--- config.mk ---
export PLATFORM = sky130hd
export DESIGN_NAME = fb_scanout
export DESIGN_NICKNAME = d
export VERILOG_FILES = /design/src/rtl/fb_pkg.sv /design/src/rtl/fb_scan_axis.sv /design/src/rtl/fb_scanout.sv
export SDC_FILE = /design/constraint.sdc
export NUM_CORES = 1
export LEC_CHECK = 0
export BUFFER_PORTS_ARGS = -buffer_cell sky130_fd_sc_hd__clkbuf_2
export CAP_MARGIN = 20
export CORE_ASPECT_RATIO = 1.75
export CORE_MARGIN = 2
export CORE_UTILIZATION = 45
export DETAILED_ROUTE_END_ITERATION = 16
export PLACE_DENSITY = 0.66
export SLEW_MARGIN = 25
export SYNTH_ARGS = -nofsm -noshare
export SYNTH_HDL_FRONTEND = slang
export SYNTH_HIERARCHICAL = 1
export SYNTH_SLANG_ARGS = --single-unit
--- constraint.sdc ---
create_clock -name clk_pix -period 9.2 [get_ports clk_pix]
set_clock_uncertainty 0.15 [all_clocks]
set_input_delay 2.76 -clock clk_pix [delete_from_list [all_inputs] [get_ports clk_pix]]
set_output_delay 2.76 -clock clk_pix [all_outputs]
set_load 0.02 [all_outputs]
--- src/rtl/fb_pkg.sv ---
`default_nettype none
// +----------------------------------------------------------------------------+
// | Package  : fb_pkg                                                          |
// | Purpose  : Shared types and constants for the framebuffer scanout block.   |
// |            Scan state encoding and the fixed scanout pipeline latency.     |
// | Revision : 1.0  initial release                                            |
// +----------------------------------------------------------------------------+
package fb_pkg;

  typedef enum logic [1:0] {
    WAIT_FRAME = 2'd0,   // idle after reset until the first frame pulse
    WAIT_ROW   = 2'd1,   // frame started, waiting for the window's top line
    ROWS       = 2'd2,   // framebuffer rows are being scanned out
    DONE       = 2'd3    // all rows emitted, idle until next frame pulse
  } fb_scan_state_t;

  // Cycles from sx/sy to the aligned cidx/paint outputs.
  localparam int LAT_SCANOUT = 3;

endpackage
`default_nettype wire

--- src/rtl/fb_scan_axis.sv ---
`default_nettype none
// +----------------------------------------------------------------------------+
// | Module   : fb_scan_axis                                                    |
// | Purpose  : Scale/repeat counter for one scan axis. Each enabled cycle      |
// |            bumps the repeat count; after 'scale' enabled cycles the main   |
// |            count advances (saturating at LIMIT) and the repeat wraps.      |
// | Ports    : clk_pix, rst_pix_n  clock, async active-low reset              |
// |            clr                 synchronous clear (wins over en)          |
// |            en                  count enable                              |
// |            scale               repeat factor, expected 1..2^SCALEW-1     |
// |            count               number of completed repeats (saturating)  |
// |            rep                 position inside the current repeat        |
// |            advance             count steps on this cycle                 |
// | Revision : 1.0  initial release                                            |
// +----------------------------------------------------------------------------+
module fb_scan_axis #(
  parameter int CNTW   = 9,
  parameter int LIMIT  = 320,
  parameter int SCALEW = 6
) (
  input  logic              clk_pix,
  input  logic              rst_pix_n,
  input  logic              clr,
  input  logic              en,
  input  logic [SCALEW-1:0] scale,
  output logic [CNTW-1:0]   count,
  output logic [SCALEW-1:0] rep,
  output logic              advance
);

  logic last;

  assign last    = (rep == scale - SCALEW'(1));
  assign advance = en && !clr && last;

  always_ff @(posedge clk_pix or negedge rst_pix_n) begin
    if (!rst_pix_n) begin
      count <= '0;
      rep   <= '0;
    end else if (clr) begin
      count <= '0;
      rep   <= '0;
    end else if (en) begin
      if (last) begin
        rep <= '0;
        if (count != CNTW'(LIMIT)) begin
          count <= count + CNTW'(1);
        end
      end else begin
        rep <= rep + SCALEW'(1);
      end
    end
  end

endmodule
`default_nettype wire

--- src/rtl/fb_scanout.sv ---
`default_nettype none
// +----------------------------------------------------------------------------+
// | Module   : fb_scanout                                                      |
// | Purpose  : Linebuffer-free framebuffer scanout. Turns display sx/sy into   |
// |            BRAM read addresses with runtime per-axis integer scale and a   |
// |            signed window offset, and returns a colour index plus paint     |
// |            flag aligned LAT_SCANOUT cycles after sx/sy.                    |
// | Ports    : clk_pix, rst_pix_n  pixel clock, async active-low reset        |
// |            sx, sy, de          signed display position, data enable      |
// |            frame, line         1-cycle frame / line start pulses         |
// |            offx, offy          window offset (sampled at frame)          |
// |            scale_x, scale_y    per-axis scale (sampled at frame, 0 -> 1)  |
// |            buf_sel             requested display buffer                  |
// |            fb_addr, fb_data    BRAM read port (1-cycle read latency)     |
// |            cidx, paint         aligned colour index and valid flag       |
// |            active              high while rows are being scanned         |
// | Config   : FB_SCANOUT_DBUF_EN  enables double buffering via buf_sel       |
// | Revision : 1.0  initial release                                            |
// +----------------------------------------------------------------------------+
module fb_scanout
  import fb_pkg::*;
#(
  parameter int CORDW     = 16,
  parameter int FB_WIDTH  = 320,
  parameter int FB_HEIGHT = 180,
  parameter int FB_DATAW  = 4,
  parameter int FB_ADDRW  = $clog2(FB_WIDTH * FB_HEIGHT * 2),
  parameter int SCALEW    = 6
) (
  input  logic                    clk_pix,
  input  logic                    rst_pix_n,
  input  logic signed [CORDW-1:0] sx,
  input  logic signed [CORDW-1:0] sy,
  input  logic                    de,
  input  logic                    frame,
  input  logic                    line,
  input  logic signed [CORDW-1:0] offx,
  input  logic signed [CORDW-1:0] offy,
  input  logic [SCALEW-1:0]       scale_x,
  input  logic [SCALEW-1:0]       scale_y,
  input  logic                    buf_sel,
  output logic [FB_ADDRW-1:0]     fb_addr,
  input  logic [FB_DATAW-1:0]     fb_data,
  output logic [FB_DATAW-1:0]     cidx,
  output logic                    paint,
  output logic                    active
);

  localparam int COLW = $clog2(FB_WIDTH + 1);
  localparam int ROWW = $clog2(FB_HEIGHT + 1);

  fb_scan_state_t          state, state_next;
  logic signed [CORDW-1:0] offx_s, offy_s;
  logic [SCALEW-1:0]       scale_x_s, scale_y_s;
  logic [FB_ADDRW-1:0]     buf_base, row_base;
  logic [COLW-1:0]         col;
  logic [ROWW-1:0]         row;
  logic [SCALEW-1:0]       rep_x_unused, rep_y_unused;
  logic                    x_adv_unused, y_adv;
  logic                    row_start, y_en, in_win;
  logic                    win_d1, win_d2, de_d1, de_d2;

  // Frame pulses outrank line pulses, so line-driven events are masked by frame.
  assign row_start = line && !frame && (state == WAIT_ROW) && (sy == offy_s);
  assign y_en      = line && !frame && (state == ROWS);
  // Pixels left of the display edge (negative offx) still count, clipping the
  // left side of the image rather than shifting it.
  assign in_win    = (state == ROWS) && (sx >= offx_s) && (col < COLW'(FB_WIDTH));

  // Shadow configuration: only changes on a frame pulse so a frame never tears.
  always_ff @(posedge clk_pix or negedge rst_pix_n) begin
    if (!rst_pix_n) begin
      offx_s    <= '0;
      offy_s    <= '0;
      scale_x_s <= SCALEW'(1);
      scale_y_s <= SCALEW'(1);
    end else if (frame) begin
      offx_s    <= offx;
      offy_s    <= offy;
      scale_x_s <= (scale_x == '0) ? SCALEW'(1) : scale_x;
      scale_y_s <= (scale_y == '0) ? SCALEW'(1) : scale_y;
    end
  end

`ifdef FB_SCANOUT_DBUF_EN
  always_ff @(posedge clk_pix or negedge rst_pix_n) begin
    if (!rst_pix_n) begin
      buf_base <= '0;
    end else if (frame) begin
      buf_base <= buf_sel ? FB_ADDRW'(FB_WIDTH * FB_HEIGHT) : '0;
    end
  end
`else
  logic unused_buf_sel;
  assign unused_buf_sel = buf_sel;
  assign buf_base       = '0;
`endif

  always_ff @(posedge clk_pix or negedge rst_pix_n) begin
    if (!rst_pix_n) begin
      state  <= WAIT_FRAME;
      active <= 1'b0;
    end else begin
      state  <= state_next;
      active <= (state_next == ROWS);
    end
  end

  always_comb begin
    state_next = state;
    if (frame) begin
      state_next = WAIT_ROW;
    end else begin
      case (state)
        WAIT_ROW: if (row_start) state_next = ROWS;
        ROWS:     if (y_adv && (row == ROWW'(FB_HEIGHT - 1))) state_next = DONE;
        default:  state_next = state;
      endcase
    end
  end

  // The last row never bumps row_base, keeping every address inside the buffer.
  always_ff @(posedge clk_pix or negedge rst_pix_n) begin
    if (!rst_pix_n) begin
      row_base <= '0;
    end else if (row_start) begin
      row_base <= buf_base;
    end else if (y_adv && (row < ROWW'(FB_HEIGHT - 1))) begin
      row_base <= row_base + FB_ADDRW'(FB_WIDTH);
    end
  end

  fb_scan_axis #(
    .CNTW   (COLW),
    .LIMIT  (FB_WIDTH),
    .SCALEW (SCALEW)
  ) u_axis_x (
    .clk_pix   (clk_pix),
    .rst_pix_n (rst_pix_n),
    .clr       (line),
    .en        (in_win),
    .scale     (scale_x_s),
    .count     (col),
    .rep       (rep_x_unused),
    .advance   (x_adv_unused)
  );

  fb_scan_axis #(
    .CNTW   (ROWW),
    .LIMIT  (FB_HEIGHT),
    .SCALEW (SCALEW)
  ) u_axis_y (
    .clk_pix   (clk_pix),
    .rst_pix_n (rst_pix_n),
    .clr       (row_start),
    .en        (y_en),
    .scale     (scale_y_s),
    .count     (row),
    .rep       (rep_y_unused),
    .advance   (y_adv)
  );

  // S1 address, S2 BRAM read, S3 output register.
  always_ff @(posedge clk_pix or negedge rst_pix_n) begin
    if (!rst_pix_n) begin
      fb_addr <= '0;
      win_d1  <= 1'b0;
      win_d2  <= 1'b0;
      de_d1   <= 1'b0;
      de_d2   <= 1'b0;
      paint   <= 1'b0;
      cidx    <= '0;
    end else begin
      if (in_win) begin
        fb_addr <= row_base + FB_ADDRW'(col);
      end
      win_d1 <= in_win;
      de_d1  <= de;
      win_d2 <= win_d1;
      de_d2  <= de_d1;
      paint  <= win_d2 && de_d2;
      cidx   <= (win_d2 && de_d2) ? fb_data : '0;
    end
  end

endmodule
`default_nettype wire

==> impl_metrics.ini, run 1 <==
[status]
outcome = finished, final reports clean

[sta]
worstMarginPinSlew_ns = 0.741
rsz0062_at_grt = false
hold_viol = 0
fin_ws_ns = 3.59
setup_tns_ns = 0
setup-violations-final = 0
finalMaxSlewViolations = 0
max_freq_ghz = 0.178
slew_headroom_pct = 50.6
min_period_ns = 5.61
period_share_pct = 60.9

[power]
seq_power_share_pct = 39.8
vdd_drop_max_mv = 0.110
intPower_w = 0.00104
p_sw_share_pct = 22.9
p_comb_share_pct = 10.1
p_sw_w = 0.000308
p_per_area_nw_per_um2 = 175
p_leak_nw = 3.68
pwr-share-clk_pct = 50.1

[placed_design]
post_dp_cell_area_um2 = 7050
place.gp.congestion = 0.826
dp_worst_setup_slack_ns = 2.89
placedCellCount = 856
dpl.hpwl_mm = 9.76
port_buffers = 107

[setup_path]
crit_path_start_kind = input port
endpoint_kind = register
crit_chain = clkbuf_2 -> ha_1 -> nand4_2 -> nor3_4 -> o211ai_2 -> o221ai_4 -> buf_16 -> inv_1 -> a41oi_1 -> nand4_1 -> or4_1 -> a21oi_1
cp_slowest_stage_delay_ns = 0.49
slowest_stage = a41oi_1
cp.required_ns = 9.37
path_class = input port to register
worstPathMaxFanout = 19
arrival_ns = 5.78

[route]
drt_iter0_markers = 198
post_drt_wl_per_cell_um = 15.2
via_count = 4849
drc = 0
wirelength_mm = 13.5
via_per_inst = 5.47
drtAntennaViolNets = 0
first_pass_iters = 4

[floorplan]
core_area_um2 = 13900
top_level_ports = 109
dieWidth_um = 94.2
fp.dieH_um = 162
dieArea_um2 = 15200
core.rowCount = 57
initial_utilization_pct = 46.1

[global_routing]
grt_pass1_wl_mm = 22.7
antenna_found_initial = 0
grt_pass1_vias = 5027
grt_max_degree = 83
track_usage_pct = 18.7
grt-ovfl-total = 0

[final_layout]
antenna_cells = 0
syn_to_final_growth_pct = 20.0
nets = 817
multiInputGateArea_um2 = 3320
final_cells = 887
n_fill_cell = 1245
stdcell_area_um2 = 7690
regArea_um2 = 2830
fin_util_pct = 55.3
layout-drive-gt1-share_pct = 30.7

[synth]
yosys_warnings = 6
netlist_area_um2 = 6410
synth_area_per_cell_um2 = 10.8
synth_fp_nets = 711
synth_cells = 593

[cts]
htreeDepth = 4
cts_setup_buffers = 0
cts_made_buffers = 17
cts_sinks = 113
ctsHoldBuffers = 0
cts_resized = 0
cts_tree = built
clk_latency_ns = 0.41
cts-root-buf = clkbuf_16
cts_buffer_depth = 2
clkTransAtPathRegs_ns = 0.05

[job]
cap_violations = 0

[min_path]
hold_path_class = register to register
worst max-delay path: cells and delay by family:
kind | cells | cell delay [ns]
compound gates | 4 | 1.22
fa+ha+maj | 1 | 0.30
buf+inv | 3 | 0.41
simple gates | 4 | 1.09
state kept, by name (all words and copies together), names as in the netlist, 4 cells and up:
name	flops
u_axis_x/rep	6
u_axis_y/rep	6
scale_x_s	6
u_axis_y/count	8
offx_s	16
row_base	11
cidx	4
offy_s	16
u_axis_x/count	9
scale_y_s	6
fb_addr	17
cell usage in the layout, fill, tap and decap left out, drive strengths merged, types with 4 or more instances in the layout:
master	n
a211oi	7
a21o	4
a21oi	17
and3	13
buf	5
bufinv	4
clkbuf	125
clkinv	5
dfrtp	111
ha	32
inv	32
mux2	56
nand2	30
nand2b	12
nand3	13
nand4	17
nor2	43
nor2b	11
nor3	11
nor4	7
o2111ai	4
o211ai	6
o21ai	22
o31ai	7
or4	6
xnor2	35
xor2	22
area by class of cell:
cell class	instances	area share [%]
multi-input combinational	424	43.1
sequential	113	36.8
tap	177	2.88
inverter	32	1.56
clock buffer	19	5.76
timing repair buffer	111	7.70
clock inverter	11	2.13
stage by stage:
stage	hold WS (ns)	power (W)
after floorplan	0.181	0.000629
after global placement	0.182	0.000671
after detailed placement	0.190	0.000680
after CTS	0.203	0.00136
after global routing	0.213	0.00140
final	0.198	0.00134
final timing paths:
path | cells after the start | to | from | slack, ns
max | 12 | u_axis_x/count[6] | sx[14] | 3.59
min in group asynchronous | 1 | fb_addr[0] | rst_pix_n | 2.12
min reg2reg | 0 | win_d2 | win_d1 | 0.20
max reg2reg | 12 | u_axis_x/count[6] | offx_s[14] | 5.65
min | 0 | win_d2 | win_d1 | 0.20
max in group asynchronous | 2 | offy_s[12] | rst_pix_n | 5.71
metal layers:
layer,vias to the layer above,global-route usage [%],wire (um)
li1,2323,-,-
met1,2360,20.0,5170
met2,141,34.4,7360
met3,25,3.85,607
met4,0,8.37,346
met5,-,0,0
power groups by stage:
stage / Clock (W) / Combinational [W] / Sequential (W)
floorplan: 0 / 0.0000902 / 0.000539
global placement: 0 / 0.000129 / 0.000542
detailed placement: 0 / 0.000136 / 0.000544
CTS: 0.000689 / 0.000137 / 0.000535
global route: 0.000714 / 0.000153 / 0.000537
finish: 0.000674 / 0.000135 / 0.000535
Note: power is estimated with default switching activity, not from simulation.
==> inputs of run 2 (changes only) <==
clock period = 5.8 ns   (was 9.2 ns; I/O delays follow)
==> impl_metrics.ini, run 2 (synthesis results as in run 1) <==
[setup_path]
cp.required_ns = 5.94
slowest_stage = and2_1
cp_slowest_stage_delay_ns = 0.58
r2r_cells = 11
worstPathMaxFanout = 24
endpoint_kind = register
crit_chain = clkbuf_2 -> nor2b_1 -> and2_1 -> nor4b_1 -> a21boi_0 -> o21ai_0 -> nand2b_1 -> xor2_1 -> nor2_1
arrival_ns = 4.43
path_class = input port to register
crit_path_start_kind = input port

[final_layout]
final_common_cell = dfrtp_1
mostFrequentLayoutCells = dfrtp_1 (111), clkbuf_2 (106), mux2_2 (44)
layout-drive-gt1-share_pct = 31.1
antenna_cells = 0
n_fill_cell = 1241
final_cells = 890
nets = 818
largest_reg_flops = 17
multiInputGateArea_um2 = 3320
regArea_um2 = 2830
syn_to_final_growth_pct = 18.8
top_register = fb_addr
reg_top3 = fb_addr (17), offx_s (16), offy_s (16)

[sta]
period_share_pct = 74.0
max_freq_ghz = 0.233
setup_tns_ns = 0
setup-violations-final = 0
worstMarginPinSlew_ns = 0.681
fin_ws_ns = 1.51
finalMaxSlewViolations = 0
min_period_ns = 4.29
hold_viol = 0
rsz0062_at_grt = false
slew_headroom_pct = 54.5

[cts]
cts_buffer_depth = 2
clkTransAtPathRegs_ns = 0.05
clk_latency_ns = 0.42
cts_resized = 0
cts-root-buf = clkbuf_16
cts_setup_buffers = 0
cts_made_buffers = 17
cts_sinks = 113
htreeDepth = 4
ctsHoldBuffers = 0
cts_tree = built

[floorplan]
dieArea_um2 = 15200
top_level_ports = 109
fp.dieH_um = 162
core.rowCount = 57
core_area_um2 = 13900
dieWidth_um = 94.2
initial_utilization_pct = 46.1

[route]
routed.top_layer = met4
wl_met1_mm = 5.27
drc = 0
via_count = 4867
drt_iter0_markers = 267
wirelength_mm = 13.9
post_drt_wl_per_cell_um = 15.6
drtAntennaViolNets = 0
wl_met2_mm = 7.75
wl_met3_um = 576
via_per_inst = 5.47
first_pass_iters = 4

[global_routing]
antenna_found_initial = 0
grt-ovfl-total = 0
grt_pass1_vias = 5209
grt_pass1_wl_mm = 23.1
track_usage_pct = 19.0
grt_max_degree = 64

[placed_design]
place.gp.congestion = 0.852
dpl.hpwl_mm = 10.0
placedCellCount = 858
port_buffers = 107
dp_worst_setup_slack_ns = 1.07

[min_path]
holdPathStages = 0
hold_path_class = register to register

[power]
p_leak_nw = 3.64
p_per_area_nw_per_um2 = 265
total_power_w = 0.00202
vdd_drop_max_mv = 0.163

[job]
cap_violations = 0

[status]
outcome = finished, final reports clean
==> run 2: cell count changes in the layout (fill, tap and decap cells not counted) <==
cell,before,now
bufinv_16,4,1
clkbuf_8,1,0
buf_16,1,0
buf_4,3,6
clkbuf_1,1,0
buf_6,1,0
clkinv_2,4,6
clkinvlp_4,2,7
==> run 2: area by class of cell <==
cell class	count	share of cell area [%]
clock buffer	17	5.59
clock inverter	15	1.59
inverter	32	1.58
multi-input combinational	424	43.6
sequential	113	37.2
tap	177	2.91
timing repair buffer	112	7.56
==> run 2: power breakdown <==
| part | leakage (nW) | internal (W) | switching (W) |
|---|---|---|---|
| Clock | 0.252 | 0.000582 | 0.000374 |
| Combinational | 1.92 | 0.0000988 | 0.000117 |
| Sequential | 1.46 | 0.000823 | 0.0000252 |
| Total | 3.64 | 0.00150 | 0.000516 |
==> run 2: metrics by stage <==
stage	utilization (%)	hold slack [ns]	area (um2)
after floorplan	-	0.181	6410
after global placement	50.8	0.182	7060
after detailed placement	50.8	0.194	7060
after CTS	54.7	0.207	7610
after global routing	54.7	0.225	7610
final	54.7	0.202	7610
==> run 2: worst paths after layout <==
path	slack (ns)	endpoint	start
min in group asynchronous	1.09	fb_addr[2]	rst_pix_n
min	0.20	de_d2	de_d1
max	1.51	row_base[9]	line
min reg2reg	0.20	de_d2	de_d1
max in group asynchronous	3.38	active	rst_pix_n
max reg2reg	2.49	row_base[9]	scale_y_s[1]
==> run 2: worst max-delay path: cells and delay by family <==
| family | cells | cell delay, ns |
|---|---|---|
| xor gates and xnor gates | 1 | 0.15 |
| buffers and inverters | 1 | 0.36 |
| AOI/OAI and AO/OA | 2 | 0.64 |
| and+or+nand+nor | 5 | 1.53 |
==> run 2: per-layer routing <==
layer | vias up | GRT usage (%)
li1 | 2320 | -
met1 | 2406 | 19.4
met2 | 122 | 35.5
met3 | 19 | 4.92
met4 | 0 | 8.50
met5 | - | 0
